### src/rtl/fpu_resp_arbiter.sv
// Buffered round-robin response scheduler: one pending beat per FPU/APU unit,
// serialised onto a single registered core-side channel with valid/ready.

module fpu_resp_slot #(
  parameter int DATA_WIDTH = 32,
  parameter int FLAG_WIDTH = 8
) (
  input  logic                  clk,
  input  logic                  rst_n,
  input  logic                  valid_i,
  input  logic [DATA_WIDTH-1:0] data_i,
  input  logic [FLAG_WIDTH-1:0] flag_i,
  input  logic                  grant_i,
  output logic                  full_o,
  output logic [DATA_WIDTH-1:0] data_o,
  output logic [FLAG_WIDTH-1:0] flag_o
);
  logic                  full_q, full_d;
  logic [DATA_WIDTH-1:0] data_q, data_d;
  logic [FLAG_WIDTH-1:0] flag_q, flag_d;

  // Grant and capture are mutually exclusive: capture needs ~full, grant needs full.
  always_comb begin
    full_d = full_q;
    data_d = data_q;
    flag_d = flag_q;
    if (grant_i) begin
      full_d = 1'b0;
    end else if (valid_i && !full_q) begin
      full_d = 1'b1;
      data_d = data_i;
      flag_d = flag_i;
    end
  end

  always_ff @(posedge clk or negedge rst_n) begin
    if (!rst_n) begin
      full_q <= 1'b0;
      data_q <= '0;
      flag_q <= '0;
    end else begin
      full_q <= full_d;
      data_q <= data_d;
      flag_q <= flag_d;
    end
  end

  assign full_o = full_q;
  assign data_o = data_q;
  assign flag_o = flag_q;
endmodule

module fpu_resp_arbiter #(
  parameter int  NB_APUS    = 16,
  parameter int  FLAG_WIDTH = 8,
  parameter int  DATA_WIDTH = 32,
  localparam int ID_WIDTH   = $clog2(NB_APUS)
) (
  input  logic                             clk,
  input  logic                             rst_n,
  input  logic [NB_APUS-1:0]               apu_valid_i,
  input  logic [NB_APUS*DATA_WIDTH-1:0]    apu_rdata_i,
  input  logic [NB_APUS*FLAG_WIDTH-1:0]    apu_flag_i,
  output logic [NB_APUS-1:0]               apu_ready_o,
  output logic                             resp_valid_o,
  output logic [DATA_WIDTH-1:0]            resp_rdata_o,
  output logic [FLAG_WIDTH-1:0]            resp_flag_o,
  output logic [ID_WIDTH-1:0]              resp_id_o,
  input  logic                             resp_ready_i,
  output logic                             busy_o,
  output logic                             err_o
);
  localparam int IW1 = ID_WIDTH + 1;

  typedef struct packed {
    logic [DATA_WIDTH-1:0] rdata;
    logic [FLAG_WIDTH-1:0] flag;
  } beat_t;

  logic [NB_APUS-1:0]                 full, grant;
  logic [NB_APUS-1:0][DATA_WIDTH-1:0] slot_data;
  logic [NB_APUS-1:0][FLAG_WIDTH-1:0] slot_flag;

  for (genvar i = 0; i < NB_APUS; i++) begin : g_slot
    fpu_resp_slot #(
      .DATA_WIDTH(DATA_WIDTH),
      .FLAG_WIDTH(FLAG_WIDTH)
    ) u_slot (
      .clk    (clk),
      .rst_n  (rst_n),
      .valid_i(apu_valid_i[i]),
      .data_i (apu_rdata_i[i*DATA_WIDTH +: DATA_WIDTH]),
      .flag_i (apu_flag_i[i*FLAG_WIDTH +: FLAG_WIDTH]),
      .grant_i(grant[i]),
      .full_o (full[i]),
      .data_o (slot_data[i]),
      .flag_o (slot_flag[i])
    );
  end

  logic                rr_ptr_q, unused_rr;
  logic [ID_WIDTH-1:0] rr_q, rr_d;
  logic                resp_valid_q, resp_valid_d;
  beat_t               resp_beat_q, resp_beat_d;
  logic [ID_WIDTH-1:0] resp_id_q, resp_id_d;
  logic                err_q, err_d;
  logic                out_free, found, do_grant;
  logic [ID_WIDTH-1:0] gnt_id;
  logic [IW1-1:0]      idx;

  assign rr_ptr_q  = 1'b0;
  assign unused_rr = rr_ptr_q;

  // Rotating search without a power-of-two wrap: rr + k folded back below NB_APUS.
  always_comb begin
    found  = 1'b0;
    gnt_id = '0;
    idx    = '0;
    for (int k = 0; k < NB_APUS; k++) begin
      idx = {1'b0, rr_q} + IW1'(k);
      if (idx >= IW1'(NB_APUS)) idx = idx - IW1'(NB_APUS);
      if (!found && full[idx[ID_WIDTH-1:0]]) begin
        found  = 1'b1;
        gnt_id = idx[ID_WIDTH-1:0];
      end
    end
  end

  assign out_free = ~resp_valid_q | resp_ready_i;
  assign do_grant = out_free & found;

  always_comb begin
    grant        = '0;
    rr_d         = rr_q;
    resp_valid_d = resp_valid_q;
    resp_beat_d  = resp_beat_q;
    resp_id_d    = resp_id_q;
    err_d        = err_q | (|(apu_valid_i & full));
    if (do_grant) begin
      grant[gnt_id]     = 1'b1;
      rr_d              = (gnt_id == ID_WIDTH'(NB_APUS-1)) ? '0 : gnt_id + ID_WIDTH'(1);
      resp_valid_d      = 1'b1;
      resp_beat_d.rdata = slot_data[gnt_id];
      resp_beat_d.flag  = slot_flag[gnt_id];
      resp_id_d         = gnt_id;
    end else if (out_free) begin
      resp_valid_d = 1'b0;
    end
  end

  always_ff @(posedge clk or negedge rst_n) begin
    if (!rst_n) begin
      rr_q         <= '0;
      resp_valid_q <= 1'b0;
      resp_beat_q  <= '0;
      resp_id_q    <= '0;
      err_q        <= 1'b0;
    end else begin
      rr_q         <= rr_d;
      resp_valid_q <= resp_valid_d;
      resp_beat_q  <= resp_beat_d;
      resp_id_q    <= resp_id_d;
      err_q        <= err_d;
    end
  end

  assign apu_ready_o  = ~full;
  assign resp_valid_o = resp_valid_q;
  assign resp_rdata_o = resp_beat_q.rdata;
  assign resp_flag_o  = resp_beat_q.flag;
  assign resp_id_o    = resp_id_q;
  assign busy_o       = (|full) | resp_valid_q;
  assign err_o        = err_q;
endmodule

### config.mk
export PLATFORM = sky130hd
export DESIGN_NAME = fpu_resp_arbiter
export DESIGN_NICKNAME = d
export VERILOG_FILES = /design/src/rtl/fpu_resp_arbiter.sv
export SDC_FILE = /design/constraint.sdc
export NUM_CORES = 1
export LEC_CHECK = 0
export ABC_CLOCK_PERIOD_IN_PS = 14700
export BUFFER_PORTS_ARGS = -buffer_cell sky130_fd_sc_hd__buf_2
export CORE_AREA = 2 2 283 285
export DETAILED_ROUTE_END_ITERATION = 12
export DIE_AREA = 0 0 285 287
export PLACE_DENSITY_LB_ADDON = 0.2
export SLEW_MARGIN = 15
export SYNTH_ARGS = -nofsm -noshare
export SYNTH_HDL_FRONTEND = slang
export SYNTH_SLANG_ARGS = --single-unit
### constraint.sdc
create_clock -name clk -period 14.7 [get_ports clk]
set_input_delay 2.94 -clock clk [delete_from_list [all_inputs] [get_ports clk]]
set_output_delay 2.94 -clock clk [all_outputs]
set_load 0.005 [all_outputs]
; ---- Yosys cells after proc, flatten, opt, wreduce, memory -nomap -nowiden
; Index checks and enable logic that the tools add are counted.
[word_totals]
word_cells = 364
ff_bits = 706
input_bits = 659
[classes]
muxes = 122
n_reduce_logical = 98
add_sub_neg = 32
eq_ne = 1
bitwise_logic = 23
magnitude_cmp = 34
[op_table]
columns = cell, count
row1 = 2-to-1 mux 4 bit, 33
row2 = binary-select mux 32 bit (select 4 bit), 1
row3 = "less-than comparator 4 x 5 -> 1 bit, second input constant", 17
row4 = ">= comparator 5 bit, second input constant", 15
row5 = 2-to-1 mux 1 bit, 67
row6 = binary-select mux 1 bit (select 4 bit), 16
row7 = "subtractor 4 x 1 -> 4 bit, second input constant", 16
row8 = "adder 4 x 4 -> 5 bit, second input constant", 8
row9 = nonzero test 2 bit, 17
row10 = binary-select mux 8 bit (select 4 bit), 1
row11 = logical AND 1 bit, 32
row12 = 2-to-1 mux 32 bit, 1
row13 = AND reduction 2 bit, 16
row14 = OR reduction 16 bit, 2
row15 = zero test 1 bit, 31
row16 = "adder 4 x 3 -> 5 bit, second input constant", 4
row17 = inverter 1 bit, 17
row18 = AND 16 bit, 1
row19 = 2-to-1 mux 16 bit, 1
row20 = inverter 16 bit, 1
row21 = "adder 4 x 2 -> 5 bit, second input constant", 2
row22 = 2-to-1 mux 8 bit, 1
row23 = "adder 4 x 1 -> 5 bit, second input constant", 1
row24 = ">= comparator 4 x 5 -> 1 bit, second input constant", 1
row25 = other kinds (6), 8

; ---- Depth between registers and ports, before layout
; Gate-level depths: netlist (run 1).
[depth]
ltp_word = 57
ltp_mapped = 29
mapped_depth_nobuf = 17

; ---- By module
; From an unflattened synthesis (run 1), not the netlist that was laid out.
[unflattened]
cells_unflattened = 3521
area_unflattened_um2 = 38190.4
[by_module_without_submodules]
columns = module, area_per_inst_um2, cells_per_inst, n_inst
row1 = fpu_resp_slot, 1547.7, 88, 16
row2 = fpu_resp_arbiter, 13426.6, 2113, 1

; ---- Worst setup path after synthesis (run 1)
; OpenSTA, ideal clock, no wires.
[synth_timing]
path_kind = flip-flop to flip-flop
from = reg rr_q[0]
to = reg g_slot[7].u_slot.data_q[0]
path_stages_with_launch = 28
path_slack_ns = 8.885
setup_time_ns = 0.125
arrival_time_ns = 5.690
period_less_slack_ns = 5.815
cell_sequence = dfrtp_1 -> buf_2 -> inv_1 -> buf_2 -> buf_2 -> ha_1 -> buf_4 -> mux4_2 -> mux2_2 -> mux2_2 -> nor2b_2 -> nand4_4 -> or3_1 -> buf_2 -> a2bb2oi_1 -> a21boi_1 -> or2_1 -> clkbuf_1 -> inv_2 -> buf_2 -> ha_1 -> clkbuf_1 -> nand2_1 -> nor3b_1 -> or3b_1 -> buf_2 -> buf_6 -> mux2_4
[synth_between]
elab_chain_cells = 57
elab_cells_between_ends = 166
[synth_lines]
columns = element, line
row1 = from (decl), 102  ; logic [ID_WIDTH-1:0] rr_q, rr_d;
row2 = from (signal assigned), 159  ; rr_q <= rr_d;
row3 = branches (longest 54 deep; another with adder 4 x 1 -> 5 bit), --
row4 = 2-to-1 mux 16 bit (*), 139  ; if (do_grant) begin
row5 = inverter 1 bit (no line) (*), --
row6 = AND reduction 2 bit (no line) (*), --
row7 = to (signal assigned), 43  ; data_q <= data_d;
row8 = to (decl), 19  ; logic [DATA_WIDTH-1:0] data_q, data_d;
; Every way passes the cells marked *. The select of a mux whose other input is x is not followed.
; A chain may end at the register's enable or synchronous reset.

; ---- Worst setup path in the final report (run 1)
[layout_timing]
from = reg rr_q[0]
to = reg g_slot[7].u_slot.data_q[4]
; Same word-level chain as after synthesis.

==> results of run 1 <==
-- Yosys cell counts (all sizes together), types with 6 or more instances --
cell type	n	area, um^2
nand2	200	751
nor2	77	294
clkbuf	104	390
buf	92	522
mux2i	432	4350
a2111oi	6	58.8
nor4	8	56.3
a211oi	6	45.0
dfrtp	706	17700
a31oi	44	275
nand2b	7	43.8
o2111a	8	90.1
nor2b	18	115
mux2	655	7680
ha	8	100
xnor2	8	70.1
o21ai	19	98.9
mux4	24	541
a32oi	83	727
inv	28	105
nand3	8	40.0
a21oi	28	140
-- through the flow --
stage          hold WS, ps  power (mW)  cells  setup WS (ps)
2_1_floorplan          457        7.24   2644           8890
3_3_place_gp           459        9.36   4260           6790
3_5_place_dp           474        9.47   4260           6740
4_1_cts                487        11.6   4410           6770
5_1_grt                502        12.1   4437           6760
6_report               482        11.6   4445           7080
-- cell type report --
class | instances | share of cell area [%]
Timing Repair Buffer | 763 | 9.44
Inverter | 28 | 0.266
Antenna cell | 34 | 0.201
Clock buffer | 114 | 5.70
Tap cell | 1050 | 3.11
Clock inverter | 36 | 1.12
Sequential cell | 706 | 41.8
Multi-Input combinational cell | 1714 | 38.4
-- routing by layer --
metal  vias up  routed length [um]  track usage, %
met2       972               66400            55.2
met3       279                8520            6.51
li1      11000                   -               -
met1     13000               48700            36.4
met5         -                 266               0
met4        40                7200            16.7
-- flip-flops by register name, summed over array words and instances (netlist names) --
signal,flops
g_slot.u_slot.flag_o,128
resp_id_o,4
resp_valid_o,1
resp_rdata_o,32
g_slot.u_slot.data_o,512
g_slot.u_slot.full_o,16
rr_q,4
err_o,1
resp_flag_o,8
-- worst reg2reg max path, delay by kind of cell, from the launching register on --
kind | cells | cell delay (ps)
buf+inv | 4 | 2210
simple gates | 7 | 2090
mux | 4 | 1770
fa+ha+maj | 2 | 710
flops | 1 | 380
compound gates | 2 | 340
-- report_power, final --
group          internal (mW)  total [mW]  switching (mW)
registers               2.90        3.51           0.610
clock network           1.30        2.16           0.864
logic                   2.47        5.91            3.44
-- final timing paths --
path                                                             to  slack, ps  cells after the start
min                        g_slot[15].u_slot.data_o[26]$_DFFE_PN0P_        480                      1
max in group asynchronous    g_slot[1].u_slot.flag_o[0]$_DFFE_PN0P_       9940                      4
max reg2reg                  g_slot[7].u_slot.data_o[4]$_DFFE_PN0P_       7080                     19
min in group asynchronous   g_slot[8].u_slot.data_o[21]$_DFFE_PN0P_       2400                      1
min reg2reg                g_slot[15].u_slot.data_o[26]$_DFFE_PN0P_        480                      1
max                          g_slot[7].u_slot.data_o[4]$_DFFE_PN0P_       7080                     19
-- cell families after synthesis --
logic type / share of synthesized area, %
XOR/XNOR: 0.302
adder cells (fa/ha/maj): 0.288
buffers and inverters: 2.93
AND/OR/NAND/NOR: 4.29
AO/OA/AOI/OAI: 5.24
multiplexers: 36.1
flip-flops: 50.8
==> flow_metrics.tcl, run 1 <==
set metrics [dict create \
    hpwl_um 96300 \
    fin_nets 3961 \
    cp_top_family "buffers and inverters" \
    synth.distinct_cells 74 \
    cp-startpoint "rr_q[0]$_DFFE_PN0P_" \
    grt_start_max_net_pins 153 \
    cts_inserted_buffers 81 \
    fin_crit_ps 7620 \
    ctsResizeCount 0 \
    slew_viol_final 0 \
    rows 103 \
    hold_viol_final 0 \
    multi_input_area_mm2 0.0162 \
    syn_area_mm2 0.0348 \
    cp_num_buf_inv 4 \
    syn-num-nets 3311 \
    post_cts.repair.setup_buffers 0 \
    drv_cap 0 \
    syn-instance-count 2644 \
    avgSynthCellArea_um2 13.1 \
    place_area_mm2 0.0393 \
    grt-ovfl-total 0 \
    first_global_vias 27500 \
    mostFrequentLayoutCell "buf_2" \
    drc_errors 0 \
    final_cell_mix "buf_2 (720), dfrtp_1 (706), mux2_2 (533)" \
    grt_pass1_wl_um 188000 \
    worst_skew_pair.late_latency_ps 660 \
    firstDrtPassIters 5 \
    critPathMaxStageDelay_ps 690 \
    hold_start "g_slot[15].u_slot.data_o[26]$_DFFE_PN0P_" \
    wirelength_um 131000 \
    status "finished, final reports clean" \
    critPathKind "reg -> reg" \
    p_leak_nw 20.3 \
    worstReg2RegStart "rr_q[0]$_DFFE_PN0P_" \
    start_util_pct 44.2 \
    worstPathArrival_ps 8130 \
    grt_use_total_pct 31.5 \
    synthArstFlopShare_pct 100 \
    grt_antenna_before_repair 58 \
    ys.flop_type "dfrtp_1" \
    final_area_mm2 0.0423 \
    crit_fanout 48 \
    endpoint_kind "register" \
    num_vias 25400 \
    drt_iter0_markers 1532 \
    cp_slowest_cell "buf_4" \
    clk_pin_slew_worst_paths_ps 70 \
    fmax_mhz 131 \
    worst_slew_pin_slew_ps 1070 \
    powerDensity_mw_per_mm2 274 \
    rsz0062_at_grt "no" \
    synth_edf_count 0 \
    fill_cells 6744 \
    area_growth_pct 21.7 \
    required_ps 15200 \
    seq_area_mm2 0.0177 \
    ant_nets 0 \
    fin_tns_setup_ps 0 \
    ir_drop_v 0.000248 \
    clock-sinks 706 \
    synth-seq-cells 706 \
    worstPathCellList "inv_1, ha_1, buf_4, mux4_2, mux2_2, mux2_2, nor2b_2, nand4_4, or3_1, a2bb2oi_1, a21boi_1, or2_4, inv_8, ha_1, nand2_1, nor3b_1, or3b_4, buf_4, mux2_4" \
    io_pins 722 \
    root_buffer "clkbuf_16" \
    holdCritPathClass "reg -> reg" \
    placeableCoreArea_mm2 0.0786 \
    holdBufCountCts 0 \
    portBuffers 721 \
    cp-start-kind "register" \
    finClkSkew_ps 48.6 \
    via_per_inst 5.70 \
    gp_routability_congestion 0.919 \
    ys_seq_area_share_pct 50.8 \
    setup_viol 0 \
    die_area_mm2 0.0818 \
    max_slew_margin_pct 28.7 \
    post-route-util_pct 53.8 \
    fp.dieW_um 285 \
    dieHeight_um 287 \
    final_layout_size_suffix_gt1_share_pct 47.0 \
    cts_tree "yes" \
    post-route-period-util_pct 51.9 \
    wire_per_inst_um 29.5 \
    yosys_warnings 0 \
    clk_path_buf_depth 3 \
    htreeDepth 3 \
]
(Power assumes the default switching activity.)
==> run 2: changes to the inputs <==
--- a/config.mk
+++ b/config.mk
@@ -5,7 +5,7 @@
 export SDC_FILE = /design/constraint.sdc
 export NUM_CORES = 1
 export LEC_CHECK = 0
-export ABC_CLOCK_PERIOD_IN_PS = 14700
+export ABC_CLOCK_PERIOD_IN_PS = 6800
 export BUFFER_PORTS_ARGS = -buffer_cell sky130_fd_sc_hd__buf_2
 export CORE_AREA = 2 2 283 285
 export DETAILED_ROUTE_END_ITERATION = 12
==> constraint.sdc (replaced) <==
create_clock -name clk -period 6.8 [get_ports clk]
set_input_delay 1.36 -clock clk [delete_from_list [all_inputs] [get_ports clk]]
set_output_delay 1.36 -clock clk [all_outputs]
set_load 0.005 [all_outputs]
==> flow_metrics.tcl, run 2 (synthesis gave the netlist of run 1 again) <==
set metrics [dict create \
    status "finished, final reports clean" \
    rsz0062_at_grt "no" \
    holdWs_ps 475 \
    cts_inserted_buffers 83 \
    path_common_cell "buf_4" \
    gp_routability_congestion 0.900 \
    seq_area_mm2 0.0177 \
    start_util_pct 44.2 \
    drt_iter0_markers 1527 \
    setup_viol 0 \
    grt-ovfl-total 0 \
    clk_pin_slew_worst_paths_ps 60 \
    final_layout_size_suffix_gt1_share_pct 47.1 \
    worstPathCellList "buf_4, inv_1, ha_1, buf_4, mux4_2, mux2_2, mux2_2, nor2b_2, nand4_4, or3_1, a2bb2oi_1, a21boi_1, or2_4, inv_8, ha_1, a311o_2, buf_4, mux2_4" \
    fin_tns_setup_ps 0 \
    grt_pass1_wl_um 186000 \
    wirelength_um 129000 \
    fmax_mhz 163 \
    dp_cells 4277 \
    critPathKind "reg -> reg" \
    endpoint_kind "register" \
    internal-power_mw 14.4 \
    switchingPower_mw 10.5 \
    cp_slowest_cell "buf_4" \
    cp-start-kind "register" \
    crit_fanout 40 \
    max_slew_margin_pct 19.8 \
    holdBufCountCts 0 \
    drv_cap 0 \
    post_cts.repair.setup_buffers 0 \
    drc_errors 0 \
    root_buffer "clkbuf_16" \
    post-route-period-util_pct 90.0 \
    hpwl_um 93500 \
    rows 103 \
    pwr-share-clk_pct 18.4 \
    fin_nets 3979 \
    largest_reg_flops 512 \
    holdCritPathClass "reg -> reg" \
    ir_drop_v 0.000712 \
    grt_start_max_net_pins 156 \
    wire_per_inst_um 29.0 \
    htreeDepth 3 \
    num_vias 25400 \
    p_leak_nw 20.4 \
    grt_antenna_before_repair 57 \
    p_comb_share_pct 51.1 \
    grt_use_total_pct 31.0 \
    required_ps 7300 \
    critPathMaxStageDelay_ps 690 \
    via_per_inst 5.70 \
    mostFrequentLayoutCell "buf_2" \
    clock-sinks 706 \
    die_area_mm2 0.0818 \
    hold_viol_final 0 \
    fin_crit_ps 6120 \
    ctsResizeCount 0 \
    switching_share_pct 42.1 \
    layout.cells.non_filler 4457 \
    worstPathArrival_ps 6620 \
    placeableCoreArea_mm2 0.0786 \
    area_growth_pct 21.9 \
    powerDensity_mw_per_mm2 588 \
    firstDrtPassIters 5 \
    multi_input_area_mm2 0.0162 \
    worst_slew_pin_slew_ps 1200 \
    first_global_vias 27600 \
    clk_path_buf_depth 3 \
    worst_skew_pair.late_latency_ps 650 \
    ant_nets 0 \
    portBuffers 721 \
    fill_cells 6855 \
    final_cell_mix "buf_2 (720), dfrtp_1 (706), mux2_2 (533)" \
    dieHeight_um 287 \
    cts_tree "yes" \
    finClkSkew_ps 29.1 \
    io_pins 722 \
    slew_viol_final 0 \
    fp.dieW_um 285 \
    pwr-share-seq_pct 30.5 \
]
run 2: layout make-up:
cell class / count / share of cell area (%)
Inverter: 28 / 0.266
Clock buffer: 113 / 5.59
Timing Repair Buffer: 779 / 9.80
Sequential cell: 706 / 41.7
Tap cell: 1050 / 3.10
Antenna cell: 33 / 0.195
Clock inverter: 34 / 1.05
Multi-Input combinational cell: 1714 / 38.3
run 2: final timing paths:
path / from / to / slack, ps / cells past startpoint
worst min register to register: resp_id_o[3]$_DFFE_PN0P_ / resp_id_o[3]$_DFFE_PN0P_ / 470 / 2
worst min-delay path: resp_id_o[3]$_DFFE_PN0P_ / resp_id_o[3]$_DFFE_PN0P_ / 470 / 2
worst max-delay path: rr_q[0]$_DFFE_PN0P_ / g_slot[11].u_slot.data_o[28]$_DFFE_PN0P_ / 680 / 18
min in group asynchronous: rst_n / g_slot[9].u_slot.data_o[21]$_DFFE_PN0P_ / 810 / 1
max in group asynchronous: rst_n / g_slot[1].u_slot.data_o[12]$_DFFE_PN0P_ / 4520 / 2
worst max register to register: rr_q[0]$_DFFE_PN0P_ / g_slot[11].u_slot.data_o[28]$_DFFE_PN0P_ / 680 / 18
run 2: power by group through the flow:
stage	registers, mW	clock network, mW	logic [mW]
2_1_floorplan	7.08	0	8.57
3_3_place_gp	7.57	0	12.7
3_5_place_dp	7.65	0	12.8
4_1_cts	7.59	4.66	12.8
5_1_grt	7.84	4.85	13.4
6_report	7.60	4.59	12.7
run 2: critical path: cells and delay by family, from the launching register on:
family / cells / cell delay (ps)
DFF: 1 / 350
adders and majority gates: 2 / 650
AOI/OAI and AO/OA: 3 / 580
buffers and inverters: 5 / 1490
muxes: 4 / 1650
and+or+nand+nor: 4 / 1160
run 2: per-stage QoR:
| step | setup slack [ps] | utilization (%) | power [mW] | cell area [um^2] |
|---|---|---|---|---|
| floorplan | 985 | - | 15.6 | 34800 |
| global placement | 755 | 50.2 | 20.2 | 39500 |
| detailed placement | 742 | 50.2 | 20.4 | 39500 |
| CTS | 715 | 53.8 | 25.1 | 42300 |
| global route | 450 | 53.9 | 26.1 | 42400 |
| finish | 680 | 53.9 | 24.9 | 42400 |
run 2: metal layers:
layer	vias to the layer above	global-route usage, %	wire [um]
li1	11000	-	-
met1	13000	34.9	47500
met2	1002	55.7	66800
met3	270	7.55	8810
met4	44	13.4	5720
met5	-	0	283
